--- src/rtl/disp_pkg.sv ---
// Shared types and constants for the seven-segment display arbiter.
package disp_pkg;

  localparam int         DIGIT_W         = 4;
  localparam logic [7:0] IDLE_DIGITS_DEF = 8'h00;

  typedef enum logic {
    ST_IDLE = 1'b0,
    ST_OWN  = 1'b1
  } state_t;

endpackage

--- src/rtl/rr_pick.sv ---
// Combinational round-robin picker: first set bit of (req & ~exclude) at or after rr_ptr.
module rr_pick #(
  parameter int NUM_REQ = 3,
  parameter int PTR_W   = $clog2(NUM_REQ)
) (
  input  logic [NUM_REQ-1:0] req,
  input  logic [PTR_W-1:0]   rr_ptr,
  input  logic [NUM_REQ-1:0] exclude,
  output logic               found,
  output logic [NUM_REQ-1:0] pick
);

  logic [NUM_REQ-1:0] masked;
  logic [NUM_REQ-1:0] rot;
  logic [NUM_REQ-1:0] rot_oh;

  // Rotate so rr_ptr sits at bit 0, isolate the lowest set bit, rotate back.
  assign masked = req & ~exclude;
  assign rot    = NUM_REQ'({masked, masked} >> rr_ptr);
  assign rot_oh = rot & (~rot + NUM_REQ'(1));
  assign found  = |rot;
  assign pick   = NUM_REQ'(({rot_oh, rot_oh} << rr_ptr) >> NUM_REQ);

endmodule

--- src/rtl/display_arbiter.sv ---
// Round-robin owner selection for the two-digit display, with a minimum hold
// time counted in slow ticks before another requester may take over.
module display_arbiter
  import disp_pkg::*;
#(
  parameter int         NUM_REQ     = 3,
  parameter int         TICK_PERIOD = 1000000,
  parameter int         HOLD_TICKS  = 50,
  parameter logic [7:0] IDLE_DIGITS = IDLE_DIGITS_DEF
) (
  input  logic                 clk,
  input  logic                 reset,
  input  logic [NUM_REQ-1:0]   req,
  input  logic [8*NUM_REQ-1:0] data,
  output logic [NUM_REQ-1:0]   grant,
  output logic [DIGIT_W-1:0]   i1,
  output logic [DIGIT_W-1:0]   i2,
  output logic                 busy,
  output logic                 hold_done
);

  localparam int PTR_W  = $clog2(NUM_REQ);
  localparam int TICK_W = (TICK_PERIOD > 1) ? $clog2(TICK_PERIOD) : 1;
  localparam int HOLD_W = $clog2(HOLD_TICKS + 1);

  state_t             state;
  logic [TICK_W-1:0]  tick_cnt;
  logic               tick;
  logic [HOLD_W-1:0]  hold_cnt;
  logic [PTR_W-1:0]   rr_ptr;
  logic [PTR_W-1:0]   pick_idx;
  logic [PTR_W-1:0]   next_ptr;
  logic [7:0]         digits;
  logic [7:0]         owner_digits;
  logic [NUM_REQ-1:0] pick;
  logic               found;
  logic               owner_req;
  logic               others_req;

  assign tick = (tick_cnt == TICK_W'(TICK_PERIOD - 1));

  always_ff @(posedge clk or negedge reset) begin
    if (!reset) tick_cnt <= '0;
    else        tick_cnt <= tick ? '0 : tick_cnt + TICK_W'(1);
  end

  // The current owner is always excluded; when its req is low that changes nothing.
  rr_pick #(.NUM_REQ(NUM_REQ), .PTR_W(PTR_W)) u_pick (
    .req     (req),
    .rr_ptr  (rr_ptr),
    .exclude (grant),
    .found   (found),
    .pick    (pick)
  );

  always_comb begin
    pick_idx     = '0;
    owner_digits = '0;
    for (int k = 0; k < NUM_REQ; k++) begin
      if (pick[k])  pick_idx     = PTR_W'(k);
      if (grant[k]) owner_digits = data[8*k +: 8];
    end
  end

  assign next_ptr   = (pick_idx == PTR_W'(NUM_REQ - 1)) ? '0 : pick_idx + PTR_W'(1);
  assign owner_req  = |(req & grant);
  assign others_req = |(req & ~grant);
  assign busy       = (state == ST_OWN);
  assign hold_done  = (state == ST_OWN) && (hold_cnt == '0);
  assign i1         = digits[3:0];
  assign i2         = digits[7:4];

  always_ff @(posedge clk or negedge reset) begin
    if (!reset) begin
      state    <= ST_IDLE;
      grant    <= '0;
      digits   <= IDLE_DIGITS;
      hold_cnt <= '0;
      rr_ptr   <= '0;
    end else if (state == ST_IDLE) begin
      if (found) begin
        state    <= ST_OWN;
        grant    <= pick;
        hold_cnt <= HOLD_W'(HOLD_TICKS);
        rr_ptr   <= next_ptr;
      end
    end else begin
      if (owner_req) digits <= owner_digits;
      // Hand-over only after the hold expires; a lone active owner keeps the display.
      if (hold_done && (!owner_req || others_req)) begin
        if (found) begin
          grant    <= pick;
          hold_cnt <= HOLD_W'(HOLD_TICKS);
          rr_ptr   <= next_ptr;
        end else begin
          state  <= ST_IDLE;
          grant  <= '0;
          digits <= IDLE_DIGITS;
        end
      end else if (tick && !hold_done) begin
        hold_cnt <= hold_cnt - HOLD_W'(1);
      end
    end
  end

endmodule
--- config.mk ---
export PLATFORM = sky130hd
export DESIGN_NAME = display_arbiter
export DESIGN_NICKNAME = d
export VERILOG_FILES = /design/src/rtl/disp_pkg.sv /design/src/rtl/rr_pick.sv /design/src/rtl/display_arbiter.sv
export SDC_FILE = /design/constraint.sdc
export NUM_CORES = 1
export LEC_CHECK = 0
export CORE_ASPECT_RATIO = 1.4
export CORE_MARGIN = 2
export CORE_UTILIZATION = 50
export CTS_CLUSTER_DIAMETER = 60
export DETAILED_ROUTE_END_ITERATION = 10
export PLACE_DENSITY = 0.85
export SETUP_SLACK_MARGIN = 0.05
export SLEW_MARGIN = 5
export SYNTH_ARGS = -nofsm -noshare
export SYNTH_HDL_FRONTEND = slang
export SYNTH_HIERARCHICAL = 1
export SYNTH_SLANG_ARGS = --single-unit
export TNS_END_PERCENT = 1
--- constraint.sdc ---
create_clock -name clk -period 2.55 [get_ports clk]
set_clock_uncertainty 0.05 [all_clocks]
set_input_delay 0.51 -clock clk [delete_from_list [all_inputs] [get_ports clk]]
set_output_delay 0.51 -clock clk [all_outputs]
set_load 0.01 [all_outputs]
==> summary.md, run 1 <==
| Metric | Value |
|---|---|
| Synth Register Bits | `40` |
| Post-synth EDFFs | `0` |
| Tmin final | `2430 ps` |
| Post-synth top area share | `between 40 and 50%` |
| Layout cell share with drive strength beyond 1 | `17.8%` |
| Logic pwr share | `18.9%` |
| Worst slew margin | `between 40% and 50%` |
| RSZ-0062 raised after global routing | `false` |
| Worst VDD drop | `around 0.00037 V` |
| Power Density | `~530 nW/um^2` |
| Setup ws final | `120 ps` |
| Residual DRC | `0` |
| Max Clock Freq | `around 0.41 GHz` |
| Outcome | `finished clean` |
| Startpoint types | `register` |
| First-pass GRT wire length | `about 8000 um` |
| Clock root cell | `clkbuf_8` |
| Max-Cap Viols | `0` |
| Routed wire length per instance | `about 15 um` |
| Worst EP arrival | `roughly 1900 ps` |
| Starting Density | `between 50 and 60%` |
| Critical-path maximum fanout | `3` |
| Share of the yosys chip area belonging to registers | `a little under half` |
| Worst setup path startpoint | `hold_cnt[0]$_DFFE_PN0P_` |
| CTS tree | `built` |
| CTS buffer count | `5` |
| Seq pwr share | `a little under half` |
| R2R depth | `8` |
| Synth warn | `6` |
| Gp weighted congestion | `0.799` |
| Drt total wl | `between 4000 and 5000 um` |
| Synth async-reset ratio | `100%` |
| Part of the power in the clock network | `approximately 35%` |
| Crit path capture type | `primary output` |
| # IOs | `42` |
| Nets | `307` |
| Crit path kind | `register to primary output` |
| Setup WS pre-CTS | `-32.5 ps` |
| GRT overflow | `0` |
| Synth Cell Area | `2180 sq um` |
| Pin count of the biggest net entering global routing | `41` |
| Layout area overhead | `30.4%` |
| P_int | `approximately 1.1 mW` |
| Vias/cell | `approximately 5.8` |
| Htree depth | `2` |
| PortBufs | `41` |
| Max clock buf depth | `2` |
| Antenna diodes | `0` |
| Worst r2r src | `hold_cnt[0]$_DFFE_PN0P_` |
| Drt initial violations | `64` |
| CP required | `between 1500 and 2000 ps` |
| FF-to-FF End | `grant[0]$_DFFE_PN0P_` |
| Filler cell count in the final layout | `approximately 350` |
| Multi-input logic area | `1120 sq um` |
| Die X | `about 60 um` |
| Final hold violation count | `0` |
| Total track usage | `between 20 and 25%` |
| Setup violations, final | `0` |
| TNS Setup | `0 ps` |
| Clk sinks | `40` |
| Core region area | `between 4000 and 5000 sq um` |
| Pleak | `between 1 and 1.5 nW` |
| Vias in the first global route | `between 1500 and 2000` |
| Netlist cell types | `54` |
| Register area | `around 1000 sq um` |
| Clk_lat worst skew | `290 ps` |
| P_sw | `about 0.38 mW` |
| Slew Viols, Final | `0` |
| Sw Ratio | `25.1%` |
| Vias | `between 1500 and 2000` |
| Final ANT Viol Nets | `0` |
| Hpwl dp | `approximately 3600 um` |
| Syn_nets | `about 250` |
| Slew at the pin closest to its max-slew limit | `roughly 870 ps` |
| DRT Pass-1 Iters | `4` |
| Prevailing post-synth register cell | `dfrtp_1` |
| Hold WC Path Type | `input pin to asynchronous set/reset pin` |
| # rows | `28` |
| Yosys top cell by area | `dfrtp_1` |
| Post-Synthesis Cells | `between 200 and 250` |
| R2R setup slack | `140 ps` |
| DIE HEIGHT | `between 80 and 90 um` |
| Worst setup path endpoint | `hold_done` |
| Die area | `slightly below 5000 sq um` |
| Tcrit/Tclk final | `95.3%` |
| Top post-synthesis cells by area | `dfrtp_1 46%, nor2_1 4.3%, nor2b_1 3.4%, a221oi_1 3.2%, xnor2_1 3.2%` |
| Initial antenna violation count | `0` |
| Clock transition at path regs | `~80 ps` |
| Syn Area/Cell | `9.95 sq um` |
[state kept, by name, summed over array words and instances, names as in the netlist]
name,count
busy,1
digits,8
grant,3
hold_cnt,6
rr_ptr,2
tick_cnt,20
[kinds of logic after synthesis]
logic type | Yosys count | share of synthesized area [%]
AO/OA/AOI/OAI | 42 | 14.3
multiplexers | 3 | 1.49
adder cells (fa/ha/maj) | 3 | 1.72
XOR/XNOR | 15 | 6.03
buffers and inverters | 14 | 2.81
AND/OR/NAND/NOR | 102 | 27.7
flip-flops | 40 | 46.0
[area by class of cell]
cell class | count | share of cell area [%]
multi-input cells | 165 | 39.5
clock buffers | 5 | 2.42
clock inverters | 3 | 1.63
flip-flops and latches | 40 | 35.2
well taps | 45 | 1.98
repair buffers | 56 | 18.3
inverters | 7 | 0.925
[stage by stage]
step	utilization [%]	area (sq um)	total power, mW	instances	hold WS [ps]
2_1_floorplan	-	2180	0.839	219	164
3_3_place_gp	64.1	2700	0.991	310	419
3_5_place_dp	64.1	2700	1.00	310	425
4_1_cts	66.9	2810	1.52	318	300
5_1_grt	67.6	2840	1.59	321	334
6_report	67.6	2840	1.51	321	276
[worst min path at each step]
| stage | end | from | cells after the start |
|---|---|---|---|
| final | tick_cnt[7]$_DFF_PN0_ | reset | 1 |
| after floorplan | busy$_DFF_PN0_ | reset | 0 |
| after global placement | tick_cnt[0]$_DFF_PN0_ | tick_cnt[0]$_DFF_PN0_ | 1 |
| after CTS | tick_cnt[7]$_DFF_PN0_ | reset | 1 |
| after global routing | tick_cnt[6]$_DFF_PN0_ | reset | 1 |
| after detailed placement | tick_cnt[0]$_DFF_PN0_ | tick_cnt[0]$_DFF_PN0_ | 1 |
[layer usage]
metal  part of all wire, %  track usage (%)
met3                   5.1             5.76
met1                    40             23.6
met5                     0                0
met4                   2.1             10.7
met2                    53             38.0
[timing repair]
item,4_1_cts,5_1_grt
gates resized for setup,4,3
hold buffers,0,0
buffers inserted,0,3
gates cloned,0,0
setup endpoints to repair,1,1
[cell usage after synthesis, types with 7 or more instances]
master,instances
nor3_1,12
a221oi_1,8
inv_1,7
nor2b_1,12
nand3_1,11
a21oi_1,9
xor2_1,7
nand2_1,8
o21ai_0,7
dfrtp_1,40
xnor2_1,8
nor2_1,25
[cells in the final DEF (no fill, tap or decap), types with 9 or more instances in the layout]
| cell type | count |
|---|---|
| nor3_1 | 12 |
| clkdlybuf4s50_1 | 39 |
| nor2b_1 | 12 |
| nor2_1 | 24 |
| dfrtp_1 | 40 |
| a21oi_1 | 9 |
| buf_4 | 15 |
| nand3_1 | 11 |
[power by group through the flow]
stage	Sequential, mW	Combinational [mW]	Clock (mW)
after floorplan	0.726	0.113	0
after global placement	0.713	0.278	0
after detailed placement	0.715	0.285	0
after CTS	0.702	0.286	0.535
after global routing	0.709	0.316	0.567
final	0.702	0.284	0.521
[critical path, cell delays in order (launching register included)]
cell and delay [ps]:
dfrtp_1 410, inv_2 80, ha_1 140, or4b_4 480
nor2_4 90, and2_1 150, clkdlybuf4s15_2 230
Power figures use the tool's default switching activity.
==> run 2: changes to the inputs <==
REMOVE_ABC_BUFFERS = 1   (was unset)
==> run 2 against run 1 <==
Combinational power about the same. Via count down 0.27%. Sequential cell count stayed put. Total power is 5.2% lower. Final cell count fell by 0.31%.
==> summary.md, run 2 (synthesized netlist as in run 1, its figures left out) <==
| Metric | Value |
|---|---|
| Outcome | `finished clean` |
| Drt initial violations | `115` |
| Htree depth | `2` |
| Pleak | `around 1.2 nW` |
| Clk_lat worst skew | `~290 ps` |
| PortBufs | `between 40 and 50` |
| Vias | `roughly 1900` |
| Worst VDD drop | `between 0.0003 and 0.0004 V` |
| P_sw | `0.352 mW` |
| Layout area overhead | `29.1%` |
| # rows | `28` |
| Residual DRC | `0` |
| Gp weighted congestion | `around 0.82` |
| CTS tree | `built` |
| Max clock buf depth | `2` |
| Max reg flops | `20` |
| DIE HEIGHT | `around 82 um` |
| Core region area | `between 4000 and 5000 sq um` |
| Final ANT Viol Nets | `0` |
| Setup violations, final | `0` |
| Pin count of the biggest net entering global routing | `around 40` |
| Most frequent cells in the layout | `40 x dfrtp_1, 39 x clkdlybuf4s50_1, 24 x nor2_1, 15 x buf_4` |
| # IOs | `42` |
| Initial antenna violation count | `0` |
| Tcrit/Tclk final | `about 91%` |
| Max-Cap Viols | `0` |
| Slew Viols, Final | `0` |
| Total track usage | `20.3%` |
| Top Registers | `tick_cnt x20, digits x8, hold_cnt x6` |
| Die area | `4910 sq um` |
| Slew at the pin closest to its max-slew limit | `about 870 ps` |
| Clk sinks | `40` |
| Commonest non-fill, non-tap cell in the layout | `dfrtp_1` |
| Routed wire length per instance | `between 10 and 15 um` |
| CTS buffer count | `5` |
| Starting Density | `between 50% and 60%` |
| Die X | `between 50 and 60 um` |
| Logic pwr share | `19.7%` |
| Clock transition at path regs | `80 ps` |
| Critical-path maximum fanout | `3` |
| Hold WC Path Type | `input pin to asynchronous set/reset pin` |
| CP required | `~2000 ps` |
| Power Total | `1.43 mW` |
| Post-route cell area | `~2800 sq um` |
| Post-CTS Hold Fix Bufs | `0` |
| Crit path capture type | `primary output` |
| Crit path kind | `register to primary output` |
| First-pass GRT wire length | `about 7600 um` |
| GRT overflow | `0` |
| DRT Pass-1 Iters | `4` |
| RSZ-0062 raised after global routing | `false` |
| Nets | `just over 300` |
| Power Density | `~510 nW/um^2` |
| Tmin final | `around 2300 ps` |
| Vias in the first global route | `1772` |
| Drt total wl | `roughly 4700 um` |
| Startpoint types | `register` |
| Worst slew margin | `42.0%` |
| Seq pwr share | `between 40% and 50%` |
| Placement Cell Area | `around 2700 sq um` |
| Worst EP arrival | `around 1800 ps` |
| Worst-case hold slack | `about 280 ps` |
| Max Clock Freq | `between 0.4 and 0.5 GHz` |
| Hpwl dp | `~3500 um` |
| TNS Setup | `0 ps` |
| Antenna diodes | `0` |
| Vias/cell | `5.78` |
| Part of the power in the clock network | `roughly 31%` |
| Reg with most FFs | `tick_cnt` |
| Clock root cell | `clkbuf_8` |
| Final hold violation count | `0` |
| Layout cell share with drive strength beyond 1 | `roughly 17%` |
| P_int | `1.08 mW` |
| Sw Ratio | `24.7%` |
-- run 2: cell types whose count changed in the layout (fill, tap and decap cells not counted) --
cell	change
buf_2	+1
bufinv_16	-1
clkbuf_8	+2
clkdlybuf4s15_2	-1
clkinvlp_4	-1
inv_1	+1
inv_2	-1
inv_6	-1
nor2_2	+1
nor2_4	-1
-- run 2: repair_timing --
action | in CTS | in global routing
resized for setup | 3 | 3
setup endpoints to repair | 1 | 1
setup buffers | 0 | 1
-- run 2: per-stage QoR --
| stage | worst slack [ps] | util, % | std cells |
|---|---|---|---|
| after floorplan | 339 | - | 212 |
| after global placement | 160 | 64.5 | 312 |
| after detailed placement | 77.5 | 64.5 | 312 |
| after CTS | 63.9 | 66.8 | 319 |
| after global routing | 92.0 | 66.9 | 320 |
| final | 225 | 66.9 | 320 |
-- run 2: worst max-delay path: stages (launching register included) --
cell	delay, ps
dfrtp_1	400
inv_2	80
ha_1	140
or4b_4	470
nor2_2	110
and2_1	140
buf_2	130
-- run 2: final timing paths --
check | start | cells after the start | end | slack [ps]
setup / recovery | hold_cnt[0]$_DFFE_PN0P_ | 6 | hold_done | 220
hold / removal | reset | 1 | grant[1]$_DFFE_PN0P_ | 280
setup reg to reg | tick_cnt[0]$_DFF_PN0_ | 6 | hold_cnt[4]$_DFFE_PN0P_ | 260
hold reg to reg | tick_cnt[0]$_DFF_PN0_ | 1 | tick_cnt[0]$_DFF_PN0_ | 430
max in group asynchronous | reset | 1 | digits[0]$_DFFE_PN0P_ | 1620
min in group clk | tick_cnt[0]$_DFF_PN0_ | 1 | tick_cnt[0]$_DFF_PN0_ | 430
-- run 2: layer usage --
metal | share of wire [%] | track usage, % | wire (um)
met1 | 41 | 22.4 | 1900
met2 | 51 | 36.1 | 2390
met5 | 0 | 0 | 0
met3 | 6.5 | 4.83 | 302
met4 | 1.4 | 9.33 | 63
-- run 2: area by class of cell --
| cell class | instances | area (sq um) |
|---|---|---|
| Clock buffer | 7 | 96.3 |
| Fill cell | 333 | 1390 |
| Inverter | 7 | 26.3 |
| Multi-Input combinational cell | 165 | 1120 |
| Sequential cell | 40 | 1000 |
| Tap cell | 45 | 56.3 |
| Timing Repair Buffer | 56 | 513 |
-- run 2: power by group through the flow --
stage | logic (mW) | clock network [mW] | registers (mW)
finish | 0.281 | 0.445 | 0.703
global route | 0.306 | 0.489 | 0.707
CTS | 0.285 | 0.464 | 0.702
detailed placement | 0.284 | 0 | 0.715
global placement | 0.279 | 0 | 0.713
floorplan | 0.102 | 0 | 0.732
==> run 3: changes to the inputs <==
REMOVE_ABC_BUFFERS = unset   (was 1)
==> results of run 3 <==
Final layout, timing and power as in run 1 (identical DEF).
